--- config.mk ---
export PLATFORM = sky130hd
export DESIGN_NAME = calc_seq_engine_flat
export DESIGN_NICKNAME = d
export VERILOG_FILES = /design/src/rtl/calc_pkg.sv /design/src/rtl/calc_seq_engine_if.sv /design/src/rtl/calc_gcd_bin.sv /design/src/rtl/calc_seq_engine.sv /design/src/flat_wrapper.sv
export SDC_FILE = /design/constraint.sdc
export NUM_CORES = 1
export LEC_CHECK = 0
export CORE_MARGIN = 2
export CORE_UTILIZATION = 30
export DETAILED_ROUTE_END_ITERATION = 7
export PLACE_DENSITY = 0.51
export SLEW_MARGIN = 25
export SYNTH_ARGS = -nofsm -noshare
export SYNTH_HDL_FRONTEND = slang
export SYNTH_HIERARCHICAL = 1
export SYNTH_SLANG_ARGS = --single-unit
export TNS_END_PERCENT = 100
--- constraint.sdc ---
create_clock -name clk -period 4.12 [get_ports clk]
set_input_delay 0.824 -clock clk [delete_from_list [all_inputs] [get_ports clk]]
set_output_delay 0.824 -clock clk [all_outputs]
set_load 0.005 [all_outputs]
--- src/rtl/calc_pkg.sv ---
// Shared types for the sequential calculator core: opcodes, FSM states and
// latency helpers (edges from the accepting edge to the edge raising done).
package calc_pkg;

    typedef enum logic [2:0] {
        OP_INV0 = 3'b000,
        OP_ADD  = 3'b001,
        OP_SUB  = 3'b010,
        OP_MUL  = 3'b011,
        OP_DIV  = 3'b100,
        OP_SQRT = 3'b101,
        OP_GCD  = 3'b110,
        OP_INV7 = 3'b111
    } op_e;

    typedef enum logic [1:0] {
        IDLE = 2'd0,
        EXEC = 2'd1,
        DONE = 2'd2
    } state_e;

    function automatic int lat_mul(input int dw);
        return dw + 2;
    endfunction

    function automatic int lat_div(input int dw);
        return dw + 2;
    endfunction

    function automatic int lat_sqrt(input int dw);
        return dw / 2 + 2;
    endfunction

endpackage

--- src/rtl/calc_seq_engine_if.sv ---
// Request/response bundle between the calculator pin logic (master) and the engine (slave).
// The err signal exists only when CALC_ERR_EN is defined.
interface calc_seq_engine_if #(
    parameter int DATA_WIDTH = 16
);
    logic                    start;
    logic [2:0]              op;
    logic [DATA_WIDTH-1:0]   opa;
    logic [DATA_WIDTH-1:0]   opb;
    logic [2*DATA_WIDTH-1:0] result;
    logic                    ready;
    logic                    done;
`ifdef CALC_ERR_EN
    logic                    err;

    modport master (output start, op, opa, opb, input result, ready, done, err);
    modport slave  (input start, op, opa, opb, output result, ready, done, err);
`else
    modport master (output start, op, opa, opb, input result, ready, done);
    modport slave  (input start, op, opa, opb, output result, ready, done);
`endif
endinterface

--- src/rtl/calc_gcd_bin.sv ---
// Binary (Stein) GCD, one reduction step per clock. done_o is combinational and
// marks the cycle in which result_o is valid; the unit drops busy on that edge.
module calc_gcd_bin #(
    parameter int DW = 16
) (
    input  logic          clk,
    input  logic          rst_n,
    input  logic          start_i,
    input  logic [DW-1:0] a_i,
    input  logic [DW-1:0] b_i,
    output logic          busy_o,
    output logic          done_o,
    output logic [DW-1:0] result_o
);
    localparam int KW = $clog2(DW) + 1;

    logic [DW-1:0] a_q, a_d, b_q, b_d;
    logic [KW-1:0] k_q, k_d;
    logic          busy_q, busy_d;

    assign busy_o   = busy_q;
    assign done_o   = busy_q && ((a_q == '0) || (b_q == '0));
    // The remaining non-zero operand carries the odd part; k restores common twos.
    assign result_o = (a_q | b_q) << k_q;

    always_comb begin
        a_d    = a_q;
        b_d    = b_q;
        k_d    = k_q;
        busy_d = busy_q;
        if (start_i) begin
            a_d    = a_i;
            b_d    = b_i;
            k_d    = '0;
            busy_d = 1'b1;
        end else if (busy_q) begin
            if (done_o) begin
                busy_d = 1'b0;
            end else if (!a_q[0] && !b_q[0]) begin
                a_d = a_q >> 1;
                b_d = b_q >> 1;
                k_d = k_q + KW'(1);
            end else if (!a_q[0]) begin
                a_d = a_q >> 1;
            end else if (!b_q[0]) begin
                b_d = b_q >> 1;
            end else if (a_q >= b_q) begin
                a_d = (a_q - b_q) >> 1;
            end else begin
                b_d = (b_q - a_q) >> 1;
            end
        end
    end

    always_ff @(posedge clk or negedge rst_n) begin
        if (!rst_n) begin
            a_q    <= '0;
            b_q    <= '0;
            k_q    <= '0;
            busy_q <= 1'b0;
        end else begin
            a_q    <= a_d;
            b_q    <= b_d;
            k_q    <= k_d;
            busy_q <= busy_d;
        end
    end

endmodule

--- src/rtl/calc_seq_engine.sv ---
// Iterative calculator core: add/sub/mul/div/sqrt share one shift datapath, gcd runs
// in calc_gcd_bin. Define CALC_ERR_EN to get the err flag (invalid op, divide by zero).
module calc_seq_engine
    import calc_pkg::*;
#(
    parameter int DATA_WIDTH = 16
) (
    input  logic             clk,
    input  logic             rst_n,
    calc_seq_engine_if.slave bus
);
    localparam int DW = DATA_WIDTH;
    localparam int HW = DATA_WIDTH / 2;
    localparam int CW = $clog2(DATA_WIDTH + 2) + 1;

    state_e          state_q, state_d;
    op_e             op_q, op_d, op_in;
    logic [DW-1:0]   a_q, a_d, b_q, b_d;
    logic [2*DW-1:0] acc_q, acc_d, result_q, result_d;
    logic [CW-1:0]   cnt_q, cnt_d;

    logic            accept, finish;
    logic [2*DW-1:0] fin_result;
    logic            gcd_start, gcd_busy, gcd_done;
    logic [DW-1:0]   gcd_result;

    assign op_in     = op_e'(bus.op);
    assign accept    = bus.start && (state_q != EXEC);
    assign gcd_start = accept && (op_in == OP_GCD);

    calc_gcd_bin #(.DW(DW)) u_gcd (
        .clk      (clk),
        .rst_n    (rst_n),
        .start_i  (gcd_start),
        .a_i      (bus.opa),
        .b_i      (bus.opb),
        .busy_o   (gcd_busy),
        .done_o   (gcd_done),
        .result_o (gcd_result)
    );

    logic [DW:0]     mul_sum, div_sh, div_diff, add_sum, sub_diff;
    logic [DW-1:0]   sq_rsh, sq_r, sq_sub, sq_add;
    logic [HW-1:0]   sq_q;
    logic [2*DW-1:0] mul_next, div_next, sq_next;

    // mul: acc = {partial, multiplier}, add multiplicand on lsb then shift right.
    assign mul_sum  = {1'b0, acc_q[2*DW-1:DW]} + (acc_q[0] ? {1'b0, b_q} : '0);
    assign mul_next = {mul_sum, acc_q[DW-1:1]};
    // div: acc = {remainder, quotient}; a zero divisor naturally yields all-ones / opa.
    assign div_sh   = {acc_q[2*DW-1:DW], acc_q[DW-1]};
    assign div_diff = div_sh - {1'b0, b_q};
    assign div_next = div_diff[DW] ? {div_sh[DW-1:0], acc_q[DW-2:0], 1'b0}
                                   : {div_diff[DW-1:0], acc_q[DW-2:0], 1'b1};
    // sqrt: a_q feeds radicand pairs, b_q holds the signed partial remainder, acc low holds root.
    assign sq_q     = acc_q[HW-1:0];
    assign sq_rsh   = {b_q[DW-3:0], a_q[DW-1:DW-2]};
    assign sq_sub   = DW'({sq_q, 2'b01});
    assign sq_add   = DW'({sq_q, 2'b11});
    assign sq_r     = b_q[DW-1] ? (sq_rsh + sq_add) : (sq_rsh - sq_sub);
    assign sq_next  = {acc_q[2*DW-1:HW], sq_q[HW-2:0], ~sq_r[DW-1]};

    assign add_sum  = {1'b0, a_q} + {1'b0, b_q};
    assign sub_diff = {1'b0, a_q} - {1'b0, b_q};

    always_comb begin
        fin_result = '0;
        case (op_q)
            OP_ADD:                  fin_result = {{(DW-1){1'b0}}, add_sum};
            OP_SUB:                  fin_result = {{(DW-1){sub_diff[DW]}}, sub_diff};
            OP_MUL, OP_DIV, OP_SQRT: fin_result = acc_q;
            OP_GCD:                  fin_result = {{DW{1'b0}}, gcd_result};
            default:                 ;
        endcase
    end

    assign finish = (state_q == EXEC) &&
                    ((op_q == OP_GCD) ? (gcd_busy && gcd_done) : (cnt_q == '0));

    always_comb begin
        state_d  = state_q;
        op_d     = op_q;
        a_d      = a_q;
        b_d      = b_q;
        acc_d    = acc_q;
        cnt_d    = cnt_q;
        result_d = result_q;
        case (state_q)
            EXEC: begin
                if (finish) begin
                    state_d  = DONE;
                    result_d = fin_result;
                end else if (op_q != OP_GCD) begin
                    cnt_d = cnt_q - CW'(1);
                    // The last counted cycle is idle so every op ends one edge after its final step.
                    if (cnt_q >= CW'(2)) begin
                        case (op_q)
                            OP_MUL:  acc_d = mul_next;
                            OP_DIV:  acc_d = div_next;
                            OP_SQRT: begin
                                acc_d = sq_next;
                                b_d   = sq_r;
                                a_d   = a_q << 2;
                            end
                            default: ;
                        endcase
                    end
                end
            end
            default: begin
                if (accept) begin
                    state_d = EXEC;
                    op_d    = op_in;
                    a_d     = bus.opa;
                    b_d     = (op_in == OP_SQRT) ? '0 : bus.opb;
                    acc_d   = (op_in == OP_MUL || op_in == OP_DIV) ? {{DW{1'b0}}, bus.opa} : '0;
                    case (op_in)
                        OP_MUL:  cnt_d = CW'(lat_mul(DW) - 1);
                        OP_DIV:  cnt_d = CW'(lat_div(DW) - 1);
                        OP_SQRT: cnt_d = CW'(lat_sqrt(DW) - 1);
                        default: cnt_d = CW'(1);
                    endcase
                end else begin
                    state_d = IDLE;
                end
            end
        endcase
    end

    always_ff @(posedge clk or negedge rst_n) begin
        if (!rst_n) begin
            state_q  <= IDLE;
            op_q     <= OP_INV0;
            a_q      <= '0;
            b_q      <= '0;
            acc_q    <= '0;
            cnt_q    <= '0;
            result_q <= '0;
        end else begin
            state_q  <= state_d;
            op_q     <= op_d;
            a_q      <= a_d;
            b_q      <= b_d;
            acc_q    <= acc_d;
            cnt_q    <= cnt_d;
            result_q <= result_d;
        end
    end

    assign bus.result = result_q;
    assign bus.ready  = (state_q != EXEC);
    assign bus.done   = (state_q == DONE);

`ifdef CALC_ERR_EN
    logic err_q, fin_err;

    assign fin_err = (op_q == OP_INV0) || (op_q == OP_INV7) || ((op_q == OP_DIV) && (b_q == '0));

    always_ff @(posedge clk or negedge rst_n) begin
        if (!rst_n) begin
            err_q <= 1'b0;
        end else if (finish) begin
            err_q <= fin_err;
        end
    end

    assign bus.err = err_q;
`endif

endmodule

--- src/flat_wrapper.sv ---
// flat-port wrapper written by rule: the top's interface ports become plain ports
module calc_seq_engine_flat import calc_pkg::*;
#(
    parameter int DATA_WIDTH = 16
)
  (clk, rst_n, bus_start, bus_op, bus_opa, bus_opb, bus_result, bus_ready, bus_done);
  calc_seq_engine_if #(.DATA_WIDTH(DATA_WIDTH)) bus_i ();
  input  logic clk;
  input  logic rst_n;
  input wire logic [$bits(bus_i.start)-1:0] bus_start;
  input wire logic [$bits(bus_i.op)-1:0] bus_op;
  input wire logic [$bits(bus_i.opa)-1:0] bus_opa;
  input wire logic [$bits(bus_i.opb)-1:0] bus_opb;
  output wire logic [$bits(bus_i.result)-1:0] bus_result;
  output wire logic [$bits(bus_i.ready)-1:0] bus_ready;
  output wire logic [$bits(bus_i.done)-1:0] bus_done;
  assign bus_i.start = bus_start;
  assign bus_i.op = bus_op;
  assign bus_i.opa = bus_opa;
  assign bus_i.opb = bus_opb;
  assign bus_result = bus_i.result;
  assign bus_ready = bus_i.ready;
  assign bus_done = bus_i.done;
  calc_seq_engine #(.DATA_WIDTH(DATA_WIDTH)) u_core (.clk(clk), .rst_n(rst_n), .bus(bus_i));
endmodule
# --- Word level (Yosys, flattened, before mapping) ---
# Index checks and enable logic that the tools add are counted.
op_classes:
  bitwise: 3
  shifts: 1
  eq_ne: 26
  order_cmp: 2
  add_sub_neg: 10
  n_reduce_logical: 30
  n_mux: 54
ops:
  columns: ["op", "n"]
  rows:
  - ["16-bit two-way mux", 30]
  - ["32-bit two-way mux", 6]
  - ["32-bit case mux with 4 select lines", 1]
  - ["32-bit case mux with 3 select lines", 1]
  - ["16-bit logical NOT", 2]
  - ["16-bit subtractor", 2]
  - ["6-bit two-way mux", 4]
  - ["5-bit two-way mux", 4]
  - ["3-bit == test, second input constant", 6]
  - ["16-bit by 16-bit adder with 17-bit output", 1]
  - ["16-bit by 17-bit adder with 17-bit output", 1]
  - ["16-bit by 16-bit subtractor with 17-bit output", 1]
  - ["17-bit by 16-bit subtractor with 17-bit output", 1]
  - ["16-bit by 10-bit adder with 16-bit output", 1]
  - ["16-bit >= comparator", 1]
  - ["16-bit OR", 1]
  - ["16-bit by 5-bit left shift with 16-bit output", 1]
  - ["16-bit by 10-bit subtractor with 16-bit output", 1]
  - ["2-bit != test, second input constant", 5]
  - ["5-bit case mux with 2 select lines", 1]
  - ["5-bit AND reduction", 2]
  - ["3-bit by 2-bit == test with 1-bit output, second input constant", 3]
  - ["3-bit AND reduction", 3]
  - ["4-bit by 1-bit != test with 1-bit output, second input constant", 2]
  - ["24 further kinds", 45]
word_totals:
  inputBits: 38
  wordCells: 140
  out_inout_bits: 34
  register_bits: 145

# --- Logic depth before layout (Yosys ltp) ---
# Gate-level depths: netlist of the first run.
depth:
  word_depth: 8
  ltp_mapped: 14
  depth_no_buf: 14

# --- By module ---
# The synthesis of the first run kept the hierarchy.
modules_own_cells:
  columns: ["module", "cells_per_inst", "area_each_um2", "seq_area_each_um2", "n_inst"]
  rows:
  - ["calc_seq_engine", 1079, 9069.9, 2677.6, 1]
  - ["calc_gcd_bin", 579, 4739.5, 950.9, 1]

# --- Worst setup path after synthesis of the first run ---
# No wires, ideal clock.
synth_path:
  path_kind: "reg2reg"
  start: "register u_core.a_q[0]"
  end: "register u_core.result_q[16] (netlist: u_core/bus.result[16])"
  setup_time_ns: 0.070
  n_path_buf: 1
  path_stages_with_launch: 15
  synth_period_minus_slack_ns: 3.078
  setup_slack_ns: 1.042
  arrival_ns: 3.008
  required_ns: 4.050
  path_cell_list: "dfrtp_1 inv_1 ha_1 inv_1 fa_1 a21oi_1 o21bai_1 a31o_2 a21o_1 a221o_1 o21ai_0 nand2b_1 a2111oi_4 buf_6 nand3b_1"
synth_between:
  elab_chain_len: 2
  word_cells_on_any_way: 3
  classes_between: "2 x add/sub; 1 x mux"
synth_rtl:
  columns: ["item", "line_no", "source"]
  rows:
  - ["start: declaration", "calc_seq_engine.sv:18", "logic [DW-1:0] a_q, a_d, b_q, b_d;"]
  - ["start signal: assignment", "calc_seq_engine.sv:134", "a_q <= '0;"]
  - ["start signal: assignment", "calc_seq_engine.sv:142", "a_q <= a_d;"]
  - ["16-bit by 16-bit subtractor with 17-bit output or 16-bit by 16-bit adder with 17-bit output (tied branches)", "calc_seq_engine.sv:64, calc_seq_engine.sv:63", null]
  - ["32-bit case mux with 4 select lines *", "calc_seq_engine.sv:68", "case (op_q)"]
  - ["end signal: assignment", "calc_seq_engine.sv:146", "result_q <= result_d;"]
  - ["end: declaration", "calc_seq_engine.sv:19", "logic [2*DW-1:0] acc_q, acc_d, result_q, result_d;"]
# Mark *: on every way between the ends. The rest lies on a longest branch, timed or not.
# A chain may end at the register's enable or synchronous reset.

# --- Final worst setup path of the first run ---
layout_path:
  start: "register u_core.b_q[2]"
  end: "register u_core.acc_q[24]"
layout_between:
  elab_chain_len: 7
  word_cells_on_any_way: 9
  classes_between: "2 x add/sub; 7 x mux"
layout_rtl:
  columns: ["item", "line_no", "source"]
  rows:
  - ["start: declaration", "calc_seq_engine.sv:18", null]
  - ["start signal: assignment", "calc_seq_engine.sv:135", "b_q <= '0;"]
  - ["start signal: assignment", "calc_seq_engine.sv:143", "b_q <= b_d;"]
  - ["17-bit by 16-bit subtractor with 17-bit output or 16-bit two-way mux (tied branches)", "calc_seq_engine.sv:52, calc_seq_engine.sv:48", null]
  - ["32-bit two-way mux or 16-bit by 17-bit adder with 17-bit output (tied branches)", "calc_seq_engine.sv:53, calc_seq_engine.sv:48", null]
  - ["32-bit case mux with 3 select lines *", "calc_seq_engine.sv:97", "case (op_q)"]
  - ["32-bit two-way mux *", "calc_seq_engine.sv:96", "if (cnt_q >= CW'(2)) begin"]
  - ["32-bit two-way mux *", "calc_seq_engine.sv:93", "end else if (op_q != OP_GCD) begin"]
  - ["32-bit two-way mux *", "calc_seq_engine.sv:90", "if (finish) begin"]
  - ["32-bit two-way mux *", "calc_seq_engine.sv:88", "case (state_q)"]
  - ["end signal: assignment", "calc_seq_engine.sv:136", "acc_q <= '0;"]
  - ["end signal: assignment", "calc_seq_engine.sv:144", "acc_q <= acc_d;"]
  - ["end: declaration", "calc_seq_engine.sv:19", null]
# Mark *: on every way between the ends. The rest lies on a longest branch, timed or not. The select of a mux whose other input is x is not followed.

==> run_results.csv, run 1 <==
group,metric,value,unit
outcome,status,"completed",
setup_path,critPathMaxStageDelay,0.78,ns
routing,drt_iter0_drc,1331,
die,ios,72,
routing,routed_wl,52100,um
global_routing,grt_pass1_wl,79900,um
placement,dpl.hpwl,40100,um
setup_path,critPathTopFamily,"compound AO/OA/AOI/OAI gates",
cells_and_area,instances_no_fill,2302,
logic_synthesis,netlist_area,13800,sq um
sta,worst_pin_slew,0.986,ns
setup_path,startpoint_type,"flop",
clocking,cts_buffer_depth,2,
sta,setup_violations,0,
clocking,cts_tree,"yes",
clocking,cts_hold_buf,0,
die,dieHeight,219,um
global_routing,grt_use_met1,31.5,%
global_routing,gr-total-overflow,0,
cells_and_area,layout_common_cells,"153 x a21oi_1, 145 x nor2_1, 145 x dfrtp_1",
clocking,root_buffer,"clkbuf_16",
routing,vias,13400,
sta,slew_violations,0,
sta,clock.fmax,0.268,GHz
cells_and_area,drive_gt1_share,6.70,%
logic_synthesis,synth.distinct_cells,92,
logic_synthesis,seq_area_frac_synth,26.3,%
flow_run,drv_cap,0,
sta,skew,0.0164,ns
routing,drc,0,
routing,drtAntennaViolNets,0,
routing,wl_per_cell,22.7,um
logic_synthesis,synth_edf_count,0,
clocking,htree_levels,4,
die,core,45400,sq um
logic_synthesis,synth_nets,1835,
setup_path,endpoint_kind,"flop",
clocking,post-cts-setup-buffer-count,0,
setup_path,worst-path-buf-inv,2,
clocking,numCtsBuffers,17,
sta,period_minus_slack,3.73,ns
clocking,worst_skew_pair.late_latency,0.47,ns
routing,first_pass_iters,6,
sta,rsz0062_at_grt,"no",
cells_and_area,nets,1865,
global_routing,met2_usage,32.3,%
sta,hold_viol,0,
global_routing,use_met3,4.09,%
placement,place_congestion,0.952,
min_path,hp-class,"in2async",
routing,via_per_inst,5.83,
sta,timing.final.crit_share,90.4,%
die,die_x,219,um
setup_path,path_max_fanout,31,
placement,io_buffer_count,71,
die,placementRows,78,
setup_path,critical_path_class,"reg2reg",
sta,relSlewSlack,34.3,%
sta,tns,0,ns
sta,whs,0.421,ns
global_routing,grt_util_all_layers,22.1,%
setup_path,cp.arrival,4.07,ns
logic_synthesis,yosys_warnings,6,
setup_path,crit_chain,"inv_1 -> ha_1 -> nor2b_1 -> o31ai_1 -> a21oi_1 -> o41ai_1 -> mux2i_1 -> nand2_1 -> buf_4 -> mux2i_1 -> a21oi_1 -> a22o_1",
cells_and_area,final_common_cell,"a21oi_1",
clocking,postCtsResizedCells,0,
clocking,cts_sinks,145,
die,start_util,30.4,%
logic_synthesis,async_flop_share,100,%
die,die_area,47800,sq um
clocking,clk_pin_slew,0.07,ns
global_routing,grt_pass1_vias,12800,
cells_and_area,syn_to_final_growth,13.6,%
global_routing,grt_max_degree,79,
setup_path,worst_ep_required_time,4.47,ns
logic_synthesis,ys_ff_latch,145,
global_routing,antenna_found_initial,0,
logic_synthesis,ys.flop_type,"dfrtp_1",
global_routing,busiest_layer,"met2",
logic_synthesis,synth_area_per_cell,8.33,sq um
logic_synthesis,syn_inst,1658,
cells_and_area,fill_cells,4721,
placement,dp_cells,2269,
setup_path,cpMaxStageDelayCell,"o41ai_1",
## metal layers
layer  routed length (um)  vias to the layer above  part of all wire [%]
met5                    0                        -                     0
met2                22000                      515                    42
met3                 3710                       99                   7.1
met4                 1930                        0                   3.7
met1                24500                     6580                    47
li1                     -                     6237                     -
## worst paths after layout
path                            depth (start not counted)  slack (ns)            startpoint                    end
min in group clk                                        2        0.49  u_core/bus.result[3]   u_core/bus.result[3]
worst max-delay path                                   12        0.39         u_core/b_q[2]       u_core/acc_q[24]
worst max register to register                         12        0.39         u_core/b_q[2]       u_core/acc_q[24]
worst min-delay path                                    1        0.42                 rst_n  u_core/bus.result[22]
worst min register to register                          2        0.49  u_core/bus.result[3]   u_core/bus.result[3]
max in group asynchronous                               2        2.88                 rst_n   u_core/bus.result[9]
## cells in the mapped netlist, types with 19 or more instances
master | count | area share, %
mux2i_1 | 32 | 2.3
nand3_1 | 29 | 1.1
nor2b_1 | 28 | 1.3
buf_2 | 19 | 0.69
a31oi_1 | 24 | 1.1
nand2_1 | 115 | 3.1
o211ai_1 | 19 | 1.0
nand2b_1 | 23 | 1.0
nor2_1 | 145 | 3.9
inv_1 | 100 | 2.7
dfrtp_1 | 145 | 26
o21ai_0 | 97 | 3.5
o221ai_1 | 21 | 1.3
a21o_1 | 30 | 1.6
xnor2_1 | 52 | 3.3
a211oi_1 | 23 | 1.3
nor3_1 | 32 | 1.2
clkbuf_1 | 64 | 1.7
ha_1 | 133 | 12
a22oi_1 | 19 | 1.0
a221oi_1 | 34 | 2.2
a221o_1 | 30 | 2.2
a21oi_1 | 153 | 5.5
## state kept, by name, indices dropped and copies added, names as in the netlist
| signal | cells |
|---|---|
| u_core/u_gcd/busy_o | 1 |
| u_core/op_q | 3 |
| u_core/u_gcd/b_q | 16 |
| u_core/acc_q | 32 |
| u_core/b_q | 16 |
| u_core/bus.result | 32 |
| u_core/cnt_q | 6 |
| u_core/a_q | 16 |
| u_core/u_gcd/k_q | 5 |
| u_core/u_gcd/a_q | 16 |
| u_core/state_q | 2 |
## worst reg2reg max path, cell delays in order, from the launching register on
cell     delay (ns)
dfrtp_1        0.40
inv_1          0.13
ha_1           0.36
nor2b_1        0.17
o31ai_1        0.34
a21oi_1        0.20
o41ai_1        0.78
mux2i_1        0.22
nand2_1        0.10
buf_4          0.35
mux2i_1        0.25
a21oi_1        0.09
a22o_1         0.23
## cells by family (layout without fill, tap and decap cells)
family | count (synthesis) | in the layout | synth area share, %
AOI/OAI and AO/OA | 586 | 586 | 29.5
and+or+nand+nor | 475 | 475 | 17.0
buffers and inverters | 196 | 239 | 5.83
DFF | 145 | 145 | 26.3
adders and majority gates | 139 | 139 | 12.9
xor gates and xnor gates | 68 | 68 | 4.31
muxes | 49 | 49 | 4.20
other | 0 | 1 | 0
## metrics by stage
step	worst slack, ns	cell area (sq um)	utilization, %
6_report	0.394	15700	34.6
5_1_grt	0.140	15700	34.6
4_1_cts	0.451	15700	34.6
3_5_place_dp	0.483	15100	33.4
3_3_place_gp	0.505	15100	33.4
2_1_floorplan	1.04	13800	-
## cell type report
class / count / area [sq um] / area share [%]
well taps: 600 / 751 / 4.78
repair buffers: 105 / 980 / 6.24
inverters: 102 / 383 / 2.44
clock buffers: 19 / 443 / 2.82
diodes: 1 / 2.50 / 0.0159
flip-flops and latches: 145 / 3630 / 23.1
clock inverters: 13 / 104 / 0.662
multi-input cells: 1317 / 9400 / 59.9
Power of run 1 is not shown: default switching activity piles up to over one toggle a cycle in this logic, so the estimate is an artifact.
==> run 2: changes to the inputs <==
CORE_ASPECT_RATIO = 2   (was default)
PLACE_DENSITY = 0.5   (was 0.51)
==> run 2 against run 1 <==
Against the previous run: critical path depth unchanged; fmax fell by 3.2%; non-clock buffer count rose by 25; clock skew grew 0.0061 ns; final cell count fell by 0.52%; via count up 2.4%; critical path type unchanged; critical endpoint unchanged; largest cell class unchanged; highest routed layer unchanged.
==> run_results.csv, run 2 (same netlist as run 1, synthesis figures left out) <==
group,metric,value,unit
die,placementRows,111,
sta,slew_violations,0,
die,die_x,156,um
cells_and_area,fill_cells,4707,
setup_path,cp.arrival,4.19,ns
setup_path,cpMaxStageDelayCell,"o41ai_1",
clocking,numCtsBuffers,17,
routing,drt_iter0_drc,1102,
cells_and_area,post-route-util,34.9,%
placement,placedInstanceArea,15300,sq um
min_path,hp-class,"in2async",
clocking,cts_sinks,145,
sta,period_minus_slack,3.85,ns
sta,timing.final.crit_share,93.4,%
sta,clock.fmax,0.260,GHz
cells_and_area,design_area,15900,sq um
die,dieHeight,307,um
setup_path,endpoint_kind,"flop",
sta,whs,0.354,ns
flow_run,drv_cap,0,
cells_and_area,final_common_cell,"a21oi_1",
clocking,cts_tree,"yes",
setup_path,critical_path_class,"reg2reg",
routing,routed_wl,62300,um
routing,vias,13800,
cells_and_area,syn_to_final_growth,15.4,%
sta,relSlewSlack,34.7,%
global_routing,grt_util_all_layers,26.0,%
sta,setup_violations,0,
clocking,worst_skew_pair.late_latency,0.46,ns
sta,rsz0062_at_grt,"no",
clocking,root_buffer,"clkbuf_16",
outcome,status,"completed",
global_routing,grt_pass1_vias,14000,
global_routing,grt_pass1_wl,90600,um
sta,tns,0,ns
die,die_area,47900,sq um
die,start_util,30.2,%
global_routing,grt_max_degree,66,
setup_path,reg2reg_setup_slack,0.27,ns
clocking,cts_buffer_depth,2,
setup_path,crit_chain,"inv_1 -> ha_1 -> nor2b_1 -> o31ai_1 -> a21oi_1 -> o41ai_1 -> mux2i_1 -> nand2_1 -> buf_4 -> mux2i_1 -> a21oi_1 -> a22o_1",
die,ios,72,
placement,dpl.hpwl,49800,um
routing,via_per_inst,6.00,
clocking,post-cts-setup-buffer-count,0,
clocking,cts_hold_buf,0,
sta,hold_viol,0,
setup_path,startpoint_type,"flop",
cells_and_area,layout_common_cells,"153 x a21oi_1, 145 x nor2_1, 145 x dfrtp_1",
setup_path,critPathMaxStageDelay,0.82,ns
sta,worst_pin_slew,0.967,ns
cells_and_area,drive_gt1_share,8.12,%
clocking,htree_levels,4,
cells_and_area,nets,1890,
placement,io_buffer_count,71,
routing,wl_per_cell,27.2,um
sta,skew,0.0225,ns
die,core,45700,sq um
routing,first_pass_iters,5,
clocking,postCtsResizedCells,0,
clocking,clk_pin_slew,0.07,ns
global_routing,gr-total-overflow,0,
routing,drtAntennaViolNets,0,
cells_and_area,n_antenna_cell,0,
setup_path,path_max_fanout,16,
cells_and_area,seq_area,3630,sq um
placement,place_congestion,0.987,
global_routing,antenna_found_initial,0,
cells_and_area,multi_input_area,9410,sq um
setup_path,worst_ep_required_time,4.46,ns
routing,drc,0,
## run 2: changes by cell type in the layout (fill, tap and decap cells not counted), sizes merged
cell      previous run  this run
diode                1         0
clkbuf              19        18
clkinvlp             4         2
bufinv               0         3
inv                107       106
buf                 35        60
## run 2: path summary, 6_finish.rpt
check / startpoint / end / cells past startpoint
worst max register to register: u_core/b_q[2] / u_core/acc_q[24] / 12
max in group asynchronous: rst_n / u_core/a_q[11] / 2
min in group clk: u_core/bus.result[11] / u_core/bus.result[11] / 2
worst min register to register: u_core/bus.result[11] / u_core/bus.result[11] / 2
worst max-delay path: u_core/b_q[2] / u_core/acc_q[24] / 12
worst min-delay path: rst_n / u_core/bus.result[6] / 1
## run 2: worst max-delay path: cells and delay by family (launching register included)
family,cells,cell delay (ns)
flip-flops,1,0.46
adder cells (fa/ha/maj),1,0.38
multiplexers,2,0.42
AO/OA/AOI/OAI,5,1.74
buffers and inverters,2,0.43
AND/OR/NAND/NOR,2,0.31
## run 2: area by class of cell
| cell class | count | area share (%) |
|---|---|---|
| Inverter | 102 | 2.40 |
| Clock inverter | 13 | 1.11 |
| Multi-Input combinational cell | 1317 | 59.0 |
| Sequential cell | 145 | 22.8 |
| Tap cell | 565 | 4.44 |
| Clock buffer | 18 | 2.76 |
| Timing Repair Buffer | 130 | 7.48 |
## run 2: metrics by stage
| step | worst slack (ns) | instances |
|---|---|---|
| 2_1_floorplan | 1.04 | 1658 |
| 3_3_place_gp | 0.415 | 2259 |
| 3_5_place_dp | 0.371 | 2259 |
| 4_1_cts | 0.353 | 2290 |
| 5_1_grt | 0.164 | 2290 |
| 6_report | 0.272 | 2290 |
## run 2: routing by layer
metal,track usage [%],part of all wire [%],routed length (um),vias up
met1,23.2,31,19500,6699
met5,0,0,0,-
met4,23.8,11,6880,0
met2,49.8,54,33800,535
li1,-,-,-,6287
met3,2.96,3.3,2080,229
Power of run 2 is left out for the same reason.
